--- src/rtl/t02_mem_arbiter_if.sv ---
// Requester-side and bus-side signals of the N-channel memory arbiter.
// slave is the arbiter's view; master is the requesters/bus-model view.
interface t02_mem_arbiter_if #(
  parameter int NUM_CH = 2,
  parameter int AW     = 32,
  parameter int DW     = 32
);
  localparam int SW = DW / 8;

  logic                 en;
  logic [NUM_CH-1:0]    req;
  logic [NUM_CH-1:0]    wen;
  logic [NUM_CH*AW-1:0] addr;
  logic [NUM_CH*DW-1:0] wdata;
  logic [NUM_CH*SW-1:0] sel;
  logic [NUM_CH-1:0]    ready;
  logic                 err;
  logic [DW-1:0]        rdata;
  logic [NUM_CH-1:0]    grant;

  logic                 Ren;
  logic                 Wen;
  logic [AW-1:0]        ramaddr;
  logic [DW-1:0]        ramstore;
  logic [SW-1:0]        ramsel;
  logic [DW-1:0]        ramload;
  logic                 busy_o;

  modport slave (
    input  en, req, wen, addr, wdata, sel, ramload, busy_o,
    output ready, err, rdata, grant, Ren, Wen, ramaddr, ramstore, ramsel
  );

  modport master (
    output en, req, wen, addr, wdata, sel, ramload, busy_o,
    input  ready, err, rdata, grant, Ren, Wen, ramaddr, ramstore, ramsel
  );
endinterface

--- src/rtl/t02_mem_arbiter.sv ---
// N-channel arbiter in front of a single shared RAM bus: fixed-priority or
// round-robin selection, latched request, bus-acceptance timeout with error.
module t02_mem_arbiter #(
  parameter int NUM_CH      = 2,
  parameter int AW          = 32,
  parameter int DW          = 32,
  parameter int ARB_MODE    = 0,
  parameter int TIMEOUT_CYC = 255
) (
  input  logic               CLK,
  input  logic               nRST,
  t02_mem_arbiter_if.slave   bus
);
  localparam int SW = DW / 8;
  localparam int PW = (NUM_CH > 1) ? $clog2(NUM_CH) : 1;
  localparam int CW = (TIMEOUT_CYC > 0) ? $clog2(TIMEOUT_CYC + 1) : 1;

  typedef enum logic [1:0] {IDLE, ISSUE, WAIT, DONE} state_t;

  state_t            state_q, state_d;
  logic [CW-1:0]     cnt_q, cnt_d;
  logic [PW-1:0]     ptr_q, ptr_d;
  logic [NUM_CH-1:0] gnt_q, gnt_d;
  logic [AW-1:0]     addr_q, addr_d;
  logic [DW-1:0]     wdata_q, wdata_d;
  logic [SW-1:0]     sel_q, sel_d;
  logic              wen_q, wen_d;
  logic [NUM_CH-1:0] ready_q, ready_d;
  logic              err_q, err_d;
  logic [DW-1:0]     rdata_q, rdata_d;

  logic              timeout;
  logic              win_valid;
  logic [PW-1:0]     win_idx;
  logic [PW-1:0]     cand;
  logic              active;

  logic [AW-1:0] addr_arr  [NUM_CH];
  logic [DW-1:0] wdata_arr [NUM_CH];
  logic [SW-1:0] sel_arr   [NUM_CH];

  genvar gi;
  generate
    for (gi = 0; gi < NUM_CH; gi++) begin : g_unpack
      assign addr_arr[gi]  = bus.addr[gi*AW +: AW];
      assign wdata_arr[gi] = bus.wdata[gi*DW +: DW];
      assign sel_arr[gi]   = bus.sel[gi*SW +: SW];
    end
  endgenerate

  // Winner search; round-robin rotates the starting point to the pointer.
  always_comb begin
    win_valid = 1'b0;
    win_idx   = '0;
    cand      = '0;
    for (int k = 0; k < NUM_CH; k++) begin
      if (ARB_MODE == 1) cand = PW'((int'(ptr_q) + k) % NUM_CH);
      else               cand = PW'(k);
      if (!win_valid && bus.req[cand]) begin
        win_valid = 1'b1;
        win_idx   = cand;
      end
    end
  end

  always_ff @(posedge CLK or negedge nRST) begin
    if (!nRST) begin
      state_q <= IDLE;
      cnt_q   <= '0;
      ptr_q   <= '0;
      gnt_q   <= '0;
      addr_q  <= '0;
      wdata_q <= '0;
      sel_q   <= '0;
      wen_q   <= 1'b0;
      ready_q <= '0;
      err_q   <= 1'b0;
      rdata_q <= '0;
    end else begin
      state_q <= state_d;
      cnt_q   <= cnt_d;
      ptr_q   <= ptr_d;
      gnt_q   <= gnt_d;
      addr_q  <= addr_d;
      wdata_q <= wdata_d;
      sel_q   <= sel_d;
      wen_q   <= wen_d;
      ready_q <= ready_d;
      err_q   <= err_d;
      rdata_q <= rdata_d;
    end
  end

  always_comb begin
    state_d = state_q;
    cnt_d   = cnt_q;
    timeout = 1'b0;
    case (state_q)
      IDLE:  if (bus.en && win_valid) state_d = ISSUE;
      ISSUE: begin
        if (bus.busy_o) begin
          state_d = WAIT;
        end else begin
          cnt_d = cnt_q + CW'(1);
          if (TIMEOUT_CYC != 0 && cnt_d == CW'(TIMEOUT_CYC)) begin
            state_d = DONE;
            timeout = 1'b1;
          end
        end
      end
      WAIT:  if (!bus.busy_o) state_d = DONE;
      DONE: begin
        state_d = IDLE;
        cnt_d   = '0;
      end
      default: state_d = IDLE;
    endcase
  end

  // Request latch, pointer update and registered completion outputs.
  always_comb begin
    gnt_d   = gnt_q;
    addr_d  = addr_q;
    wdata_d = wdata_q;
    sel_d   = sel_q;
    wen_d   = wen_q;
    ptr_d   = ptr_q;
    ready_d = '0;
    err_d   = timeout;
    rdata_d = rdata_q;
    if (state_q == IDLE && state_d == ISSUE) begin
      gnt_d   = {{(NUM_CH-1){1'b0}}, 1'b1} << win_idx;
      addr_d  = addr_arr[win_idx];
      wdata_d = wdata_arr[win_idx];
      sel_d   = sel_arr[win_idx];
      wen_d   = bus.wen[win_idx];
      if (ARB_MODE == 1)
        ptr_d = (win_idx == PW'(NUM_CH - 1)) ? '0 : win_idx + PW'(1);
    end
    if (state_q != DONE && state_d == DONE) ready_d = gnt_q;
    if (timeout)
      rdata_d = '0;
    else if (state_q == WAIT && !bus.busy_o && !wen_q)
      rdata_d = bus.ramload;
  end

  logic              ren_o, wen_o;
  logic [NUM_CH-1:0] grant_o;
  logic [AW-1:0]     ramaddr_o;
  logic [DW-1:0]     ramstore_o;
  logic [SW-1:0]     ramsel_o;

  always_comb begin
    active     = (state_q == ISSUE) || (state_q == WAIT);
    ren_o      = active & ~wen_q;
    wen_o      = active & wen_q;
    grant_o    = active ? gnt_q   : '0;
    ramaddr_o  = active ? addr_q  : '0;
    ramstore_o = active ? wdata_q : '0;
    ramsel_o   = active ? sel_q   : '0;
  end

  assign bus.Ren      = ren_o;
  assign bus.Wen      = wen_o;
  assign bus.grant    = grant_o;
  assign bus.ramaddr  = ramaddr_o;
  assign bus.ramstore = ramstore_o;
  assign bus.ramsel   = ramsel_o;
  assign bus.ready    = ready_q;
  assign bus.err      = err_q;
  assign bus.rdata    = rdata_q;
endmodule

--- src/flat_wrapper.sv ---
// flat-port wrapper written by rule: the top's interface ports become plain ports
module t02_mem_arbiter_flat 
#(
  parameter int NUM_CH      = 2,
  parameter int AW          = 32,
  parameter int DW          = 32,
  parameter int ARB_MODE    = 0,
  parameter int TIMEOUT_CYC = 255
)
  (CLK, nRST, bus_en, bus_req, bus_wen, bus_addr, bus_wdata, bus_sel, bus_ramload, bus_busy_o, bus_ready, bus_err, bus_rdata, bus_grant, bus_Ren, bus_Wen, bus_ramaddr, bus_ramstore, bus_ramsel);
  t02_mem_arbiter_if #(.NUM_CH(NUM_CH), .AW(AW), .DW(DW)) bus_i ();
  input  logic CLK;
  input  logic nRST;
  input wire logic [$bits(bus_i.en)-1:0] bus_en;
  input wire logic [$bits(bus_i.req)-1:0] bus_req;
  input wire logic [$bits(bus_i.wen)-1:0] bus_wen;
  input wire logic [$bits(bus_i.addr)-1:0] bus_addr;
  input wire logic [$bits(bus_i.wdata)-1:0] bus_wdata;
  input wire logic [$bits(bus_i.sel)-1:0] bus_sel;
  input wire logic [$bits(bus_i.ramload)-1:0] bus_ramload;
  input wire logic [$bits(bus_i.busy_o)-1:0] bus_busy_o;
  output wire logic [$bits(bus_i.ready)-1:0] bus_ready;
  output wire logic [$bits(bus_i.err)-1:0] bus_err;
  output wire logic [$bits(bus_i.rdata)-1:0] bus_rdata;
  output wire logic [$bits(bus_i.grant)-1:0] bus_grant;
  output wire logic [$bits(bus_i.Ren)-1:0] bus_Ren;
  output wire logic [$bits(bus_i.Wen)-1:0] bus_Wen;
  output wire logic [$bits(bus_i.ramaddr)-1:0] bus_ramaddr;
  output wire logic [$bits(bus_i.ramstore)-1:0] bus_ramstore;
  output wire logic [$bits(bus_i.ramsel)-1:0] bus_ramsel;
  assign bus_i.en = bus_en;
  assign bus_i.req = bus_req;
  assign bus_i.wen = bus_wen;
  assign bus_i.addr = bus_addr;
  assign bus_i.wdata = bus_wdata;
  assign bus_i.sel = bus_sel;
  assign bus_i.ramload = bus_ramload;
  assign bus_i.busy_o = bus_busy_o;
  assign bus_ready = bus_i.ready;
  assign bus_err = bus_i.err;
  assign bus_rdata = bus_i.rdata;
  assign bus_grant = bus_i.grant;
  assign bus_Ren = bus_i.Ren;
  assign bus_Wen = bus_i.Wen;
  assign bus_ramaddr = bus_i.ramaddr;
  assign bus_ramstore = bus_i.ramstore;
  assign bus_ramsel = bus_i.ramsel;
  t02_mem_arbiter #(.NUM_CH(NUM_CH), .AW(AW), .DW(DW), .ARB_MODE(ARB_MODE), .TIMEOUT_CYC(TIMEOUT_CYC)) u_core (.CLK(CLK), .nRST(nRST), .bus(bus_i));
endmodule
--- config.mk ---
export PLATFORM = sky130hd
export DESIGN_NAME = t02_mem_arbiter_flat
export DESIGN_NICKNAME = d
export VERILOG_FILES = /design/src/rtl/t02_mem_arbiter_if.sv /design/src/rtl/t02_mem_arbiter.sv /design/src/flat_wrapper.sv
export SDC_FILE = /design/constraint.sdc
export NUM_CORES = 1
export LEC_CHECK = 0
export CAP_MARGIN = 40
export CORE_UTILIZATION = 37
export CTS_BUF_LIST = sky130_fd_sc_hd__clkbuf_8 sky130_fd_sc_hd__clkbuf_16
export DETAILED_ROUTE_END_ITERATION = 8
export PLACE_DENSITY = 0.87
export SYNTH_ARGS = -nofsm -noshare
export SYNTH_HDL_FRONTEND = slang
export SYNTH_SLANG_ARGS = --single-unit
export TNS_END_PERCENT = 5
--- constraint.sdc ---
create_clock -name CLK -period 2.05 [get_ports CLK]
set_input_delay 0.205 -clock CLK [delete_from_list [all_inputs] [get_ports CLK]]
set_output_delay 0.205 -clock CLK [all_outputs]
set_load 0.005 [all_outputs]
# After elaboration in Yosys (flattened, before gate mapping)
# Index checks and enable logic that the tools add are counted.
[word_totals]
register_bits = 116
latch_bits = 0
ramBits = 0
romBits = 0
input_bits = 176
output_inout_bits = 107
elab_cells = 71
n_memories = 0
[op_classes]
addsub = 1
mul = 0
n_div = 0
magnitude_cmp = 2
n_eq_ne = 8
n_shift = 1
muxes = 31
bitwise = 4
n_reduce_logical = 14
[ops]
columns = ["cell", "count"]
rows = [
  ["$mux 32", 10],
  ["$mux 4", 4],
  ["$pmux 8 s2", 1],
  ["$mux 2", 6],
  ["$add 8x1->8 const B", 1],
  ["$eq 8x8->1 const B", 1],
  ["$mux 1", 8],
  ["$mux 8", 1],
  ["$pmux 2 s4", 1],
  ["$eq 2x2->1 const B", 3],
  ["$logic_and 1x1->1", 6],
  ["$eq 2x1->1 const B", 2],
  ["$ne 2x2->1 const B", 2],
  ["$reduce_bool 2->1", 2],
  ["$logic_not 1->1", 3],
  ["$and 1x1->1", 2],
  ["$ge 2x2->1 const B", 1],
  ["$logic_not 2->1", 1],
  ["$lt 1x2->1 const B", 1],
  ["$not 1->2", 1],
  ["$reduce_and 2->1", 1],
  ["$shl 1x1->2 const A", 1],
  ["$logic_or 1x1->1", 1],
  ["$not 1->1", 1],
]

# Depth between registers and ports, before layout
# Gate-level depths: netlist of the first run.
[logic_depth]
word_depth = 10
mapped_depth = 9
ltp_nobuf = 7

# Worst setup path after synthesis of the first run
# Ideal clock, no wire load.
[synth_path]
path_type = "register to register"
from = "register u_core.state_q[0]"
to = "register u_core.rdata_q[0], in the netlist u_core.bus.rdata[0]"
setup_time_ns = 0.119
arrival_time_ns = 1.889
required_time_ns = 1.931
setup_slack_ns = 0.042
path_stages_with_launch = 8
path_buffers = 2
synth_period_minus_slack_ns = 2.008
path_cell_list = "dfrtp_1 > inv_1 > ha_1 > nor3b_1 > clkbuf_1 > buf_1 > mux2i_1 > nor2_1"
[synth_between]
elab_chain_len = 4
elab_cells_between_ends = 7
cone_classes = "eq/ne (2); mux (2); reduce/logical (3)"
[synth_rtl]
columns = ["item", "line", "text"]
rows = [
  ["start, declared", "t02_mem_arbiter.sv:20", "state_t state_q, state_d;"],
  ["start signal, assigned", "t02_mem_arbiter.sv:80", "state_q <= state_d;"],
  ["$eq 2x2->1", "t02_mem_arbiter.sv:143", "else if (state_q == WAIT && !bus.busy_o && !wen_q)"],
  ["$logic_and 1x1->1 (2 in series)", "t02_mem_arbiter.sv:143", ""],
  ["$reduce_bool 2->1 (no line)", "--", ""],
  ["end signal, assigned", "t02_mem_arbiter.sv:90", "rdata_q <= rdata_d;"],
  ["end, declared", "t02_mem_arbiter.sv:30", "logic [DW-1:0] rdata_q, rdata_d;"],
]
# Parallel ways exist; a longest one is shown, timed or not.
# A chain may end at the register's enable or synchronous reset.

# Final worst setup path of the first run
[layout_path]
from = "register u_core.state_q[0]"
to = "output bus_ramaddr[1]"
[layout_between]
elab_chain_len = 3
elab_cells_between_ends = 4
cone_classes = "eq/ne (2); mux (1); reduce/logical (1)"
[layout_rtl]
columns = ["item", "line", "text"]
rows = [
  ["$eq 2x1->1 or $eq 2x2->1 (tied branches)", "t02_mem_arbiter.sv:154", "active = (state_q == ISSUE) || (state_q == WAIT);"],
  ["$logic_or 1x1->1 *", "t02_mem_arbiter.sv:154", ""],
  ["$mux 32 *", "t02_mem_arbiter.sv:158", "ramaddr_o = active ? addr_q : '0;"],
  ["end, declared", "flat_wrapper.sv:28", "output wire logic [$bits(bus_i.ramaddr)-1:0] bus_ramaddr;"],
]
# Every way passes the cells marked *; elsewhere a longest branch is shown, timed or not.

==> out/metrics.cfg, run 1 <==
[yosys]
syn-cell-area_sq_um = 5871
syn_avg_cell_area_sq_um = 9.883
yosys.cell_types.count = 42
yosysSeqAreaShare_pct = 49.45
synthesis.nets = 777
ys_ff_latch = 116
postSynthCellCount = 594
ys_warn_count = 0

[clock_network]
path_clk_slew_ns = 0.06
clock_path_buffers = 2
worstSkewPairLatency_ns = 0.42
root_buffer = clkbuf_16
clock-sinks = 116
htreeDepth = 4
cts_tree = built
numCtsBuffers = 17

[setup_path]
critPathMaxFanout = 15
worst-path-buf-inv = 4
crit_family = buffers and inverters
crit_path_end_kind = output pin
r2r_start = u_core.cnt_q[0]
r2r_slack_ns = 0.07
crit_type = flop to output pin
crit_slowest_cell = dfrtp_1
crit_chain = inv_2, ha_4, buf_6, buf_12, and2_1, dlygate4sd2_1
arrival_ns = 1.82
worstRegToRegCells = 7
r2r-end = u_core.bus.rdata[10]
crit_required_ns = 1.85
critPathLaunchType = flop
cp_slowest_stage_delay_ns = 0.38

[floorplan]
initial_utilization_pct = 38.19
io_pins = 283
die_w_um = 128.0
coreArea_sq_um = 15370
fp.dieArea_sq_um = 16370
rows = 45
die_h_um = 128.0

[placed_design]
place_congestion = 0.8242
hpwlAfterDp_um = 12380
numPortBuffers = 282

[cells_and_area]
area_growth_pct = 66.39
final_common_cell = clkdlybuf4s50_1
n_antenna_cell = 0
final_util_pct = 63.55
final_nets = 1076
layout_common_cells = clkdlybuf4s50_1, dfrtp_1, mux2i_1
drive_above_1_share_pct = 13.83

[timing]
worst_pin_slew_ns = 0.4111
timing.final.crit_share_pct = 98.67
max-slew-margin-rel_pct = 72.60
finClkSkew_ns = 0.008628
max_freq_ghz = 0.4944
finalSetupViolCount = 0
slew_violations = 0
period_needed_ns = 2.023
rsz0062_at_grt = yes
finalHoldViolations = 0

[route]
drtIter0Drc = 151
firstDrtPassIters = 4
num_vias = 5361
postRouteAntennaNets = 0
vias_per_cell = 4.808
routed_wirelength_um = 17410
remaining_drc_errors = 0
wire_per_inst_um = 15.61

[power_and_ir_drop]
total_power_mw = 13.89
ir_drop_uv = 664.4
p_leak_nw = 4.275
power.density_nw_per_um2 = 1422

[global_routing]
grt_antenna_before_repair = 0
grt_max_degree = 81
grt_overflow = 0
grt_pass1_vias = 5365
grt_use_total_pct = 22.01
grt_pass1_wl_um = 27260

[worst_hold_path]
hold_class = input pin to async pin

[status]
outcome = completed

[flow_run]
maxCapViolCount = 0

## power breakdown
| part | switching, mW | total, mW | leakage, nW | internal [mW] |
|---|---|---|---|---|
| logic | 3.11 | 7.06 | 2.53 | 3.95 |
| registers | 0.567 | 3.92 | 1.44 | 3.36 |
| clock network | 0.996 | 2.91 | 0.303 | 1.91 |
## metal layers
layer	global-route usage, %	vias up	share of wire, %
li1	-	2609	-
met1	23.26	2511	38
met2	39.39	219	52
met3	8.556	22	8.8
met4	8.374	0	1.7
met5	0	-	0
## synth_stat cells, drive strengths merged
cell,n,share of area (%)
nor3,2,0.17
and3b,1,0.15
o21ai,79,6.7
a211o,1,0.15
nor4bb,1,0.17
o31ai,1,0.13
ha,7,1.5
clkbuf,30,1.9
a21boi,2,0.26
mux2,1,0.19
nand2,86,5.5
a22o,1,0.15
buf,12,1.3
a211oi,1,0.21
xnor2,1,0.15
xor2,2,0.30
nor3b,1,0.13
or2,1,0.11
dfrtp,116,49
a32o,3,0.51
nand3,4,0.43
and2,71,7.6
nand2b,1,0.11
nor2,37,2.4
nand4,3,0.32
a31oi,2,0.21
o22a,1,0.15
a21o,1,0.13
o41ai,1,0.15
and4bb,1,0.21
mux2i,101,17
a22oi,1,0.13
a21oi,7,0.60
or3,2,0.21
nor2b,4,0.43
inv,6,0.38
o21a,2,0.26
## what timing repair did
action                                 4_1_cts  5_1_grt
endpoints found under the hold margin       17        0
pin swaps                                    1        1
hold buffers                                 1        0
gates resized for setup                    148       77
gates cloned                                 3        0
setup endpoints to repair                   72       78
buffers inserted                             5        4
## worst max-delay path by stage
stage	endpoint	slack [ns]	startpoint	depth (start not counted)
after global placement	u_core.bus.rdata[6]	0.13	u_core.cnt_q[0]	7
after CTS	bus_ramaddr[9]	-0.12	u_core.state_q[0]	7
after floorplan	u_core.bus.rdata[0]	0.04	u_core.state_q[0]	7
after global routing	u_core.bus.rdata[6]	-0.07	u_core.cnt_q[0]	7
final	bus_ramaddr[1]	0.03	u_core.state_q[0]	6
after detailed placement	u_core.bus.rdata[10]	0.04	u_core.cnt_q[0]	7
## registers in the layout, indices dropped and copies added (netlist names)
name / flops
u_core.bus.err: 1
u_core.addr_q: 32
u_core.sel_q: 4
u_core.state_q: 2
u_core.gnt_q: 2
u_core.bus.ready: 2
u_core.wen_q: 1
u_core.cnt_q: 8
u_core.wdata_q: 32
u_core.bus.rdata: 32
## per-stage QoR
stage / setup WS [ns] / cells / TNS, ns / area, sq um / hold slack [ns]
6_report: 0.02734 / 1115 / 0 / 9768 / 0.2251
3_3_place_gp: 0.1342 / 1072 / 0 / 9092 / 0.1020
2_1_floorplan: 0.04198 / 594 / 0 / 5871 / -0.09059
3_5_place_dp: 0.04211 / 1072 / 0 / 9092 / 0.1044
4_1_cts: -0.1230 / 1111 / -1.074 / 9753 / 0.2087
5_1_grt: -0.06757 / 1115 / -2.418 / 9768 / 0.2453
## cells by family after synthesis
kind of cell               Yosys count  share of synthesized area [%]
AOI/OAI and AO/OA                  103                          9.761
xor gates and xnor gates             3                         0.4477
adders and majority gates            7                          1.492
buffers and inverters               48                          3.581
DFF                                116                          49.45
muxes                              102                          17.41
and+or+nand+nor                    215                          17.86
## cell type report
class / count / area [sq um]
tap: 211 / 264.0
inverter: 6 / 22.52
fill: 1255 / 5603
timing repair buffer: 322 / 3187
clock inverter: 8 / 85.08
clock buffer: 22 / 494.2
sequential: 116 / 2903
multi-input combinational: 430 / 2813
Power figures use the tool's default switching activity.
==> run 2, diff against run 1 <==
Settings changed: CTS_BUF_LIST sky130_fd_sc_hd__clkbuf_8 sky130_fd_sc_hd__clkbuf_16 to unset.
==> out/metrics.cfg, run 2 (synthesized netlist as in run 1, its figures left out) <==
[cells_and_area]
final_util_pct = 63.55
area_growth_pct = 66.39
layout_common_cells = clkdlybuf4s50_1, dfrtp_1, mux2i_1
final_common_cell = clkdlybuf4s50_1
n_antenna_cell = 0
final_nets = 1076
layout.cells.non_filler = 1115
nFillCells = 1255
drive_above_1_share_pct = 13.83
finish.instance_area_sq_um = 9768

[floorplan]
die_w_um = 128.0
rows = 45
die_h_um = 128.0
io_pins = 283
initial_utilization_pct = 38.19
fp.dieArea_sq_um = 16370
coreArea_sq_um = 15370

[setup_path]
critPathLaunchType = flop
critPathMaxFanout = 15
crit_path_end_kind = output pin
r2r-end = u_core.bus.rdata[10]
worstRegToRegCells = 7
crit_type = flop to output pin
arrival_ns = 1.81
startpoint = u_core.state_q[0]
r2r_slack_ns = 0.07
r2r_start = u_core.cnt_q[0]
crit_required_ns = 1.85

[power_and_ir_drop]
p_leak_nw = 4.258
power.share.switching_pct = 33.62
power_frac_seq_pct = 28.2
p_sw_mw = 4.678
ir_drop_uv = 661.7
power.density_nw_per_um2 = 1424
clkPwrFrac_pct = 21.1
internal_power_mw = 9.236
combPwrFrac_pct = 50.7

[timing]
finalSetupViolCount = 0
timing.final.crit_share_pct = 98.47
rsz0062_at_grt = yes
worst_pin_slew_ns = 0.4102
finClkSkew_ns = 0.006748
finalSetupTns_ns = 0
max_freq_ghz = 0.4954
slew_violations = 0
layout_setup_ws_ns = 0.03130
period_needed_ns = 2.019
finalHoldViolations = 0
max-slew-margin-rel_pct = 72.65

[flow_run]
maxCapViolCount = 0

[clock_network]
htreeDepth = 4
path_clk_slew_ns = 0.06
clock-sinks = 116
cts_tree = built
worstSkewPairLatency_ns = 0.42
clock_path_buffers = 2
numCtsBuffers = 17
root_buffer = clkbuf_16

[worst_hold_path]
hold_class = input pin to async pin

[placed_design]
placed_area_sq_um = 9092
numPortBuffers = 282
post-place-cells = 1072
hpwlAfterDp_um = 12380
place_congestion = 0.8242
dp_slack_ns = 0.04211

[global_routing]
grt_pass1_vias = 5365
grt_pass1_wl_um = 27260
grt_overflow = 0
grt_max_degree = 81
grt_antenna_before_repair = 0
grt_use_total_pct = 22.01

[route]
firstDrtPassIters = 4
drtIter0Drc = 159
wire_per_inst_um = 15.64
remaining_drc_errors = 0
vias_per_cell = 4.802
routed_wirelength_um = 17430
postRouteAntennaNets = 0
num_vias = 5354

[status]
outcome = completed

[run 2: worst max path at each step]
stage | slack [ns] | cells past startpoint | end
after floorplan | 0.04 | 7 | u_core.bus.rdata[0]
after detailed placement | 0.04 | 7 | u_core.bus.rdata[10]
after CTS | -0.12 | 7 | bus_ramaddr[9]
after global routing | -0.07 | 7 | u_core.bus.rdata[6]
final | 0.03 | 6 | bus_ramaddr[1]
after global placement | 0.13 | 7 | u_core.bus.rdata[6]
[run 2: through the flow]
| step | total power, mW | hold WS, ns |
|---|---|---|
| 3_3_place_gp | 10.25 | 0.1020 |
| 3_5_place_dp | 10.46 | 0.1044 |
| 6_report | 13.91 | 0.2283 |
| 5_1_grt | 14.90 | 0.2454 |
| 2_1_floorplan | 6.680 | -0.09059 |
| 4_1_cts | 13.84 | 0.2089 |
[run 2: area by class of cell]
class                   instances  area, sq um  share of cell area [%]
well taps                     211        264.0                   2.703
flip-flops and latches        116         2903                   29.72
multi-input cells             430         2813                   28.79
inverters                       6        22.52                  0.2306
clock inverters                 4        70.07                  0.7173
clock buffers                  26        509.2                   5.213
repair buffers                322         3187                   32.62
[run 2: power groups by stage]
stage | combinational [mW] | clock (mW) | sequential (mW)
floorplan | 2.84 | 0 | 3.84
global placement | 6.38 | 0 | 3.88
detailed placement | 6.54 | 0 | 3.93
CTS | 6.93 | 2.99 | 3.92
global route | 7.76 | 3.10 | 4.04
finish | 7.06 | 2.93 | 3.93
[run 2: layer usage]
layer	up-vias	GRT usage (%)	wire, um
met4	0	8.374	269
met1	2513	23.26	6583
met5	-	0	0
met2	214	39.39	9025
met3	19	8.556	1556
li1	2608	-	-
[run 2: what timing repair did]
| action | in CTS | in global routing |
|---|---|---|
| endpoints found under the setup margin | 72 | 78 |
| hold endpoints to repair | 17 | 0 |
| pin swaps | 1 | 1 |
| cloned | 3 | 0 |
| buffers inserted | 5 | 4 |
| resized for setup | 148 | 77 |
| hold buffers | 1 | 0 |
[run 2: worst max-delay path: stages, from the launching register on]
cell and delay (ns):
dfrtp_1 0.38, inv_2 0.11, ha_4 0.24, buf_6 0.13, buf_12 0.14, and2_1 0.13, dlygate4sd2_1 0.26
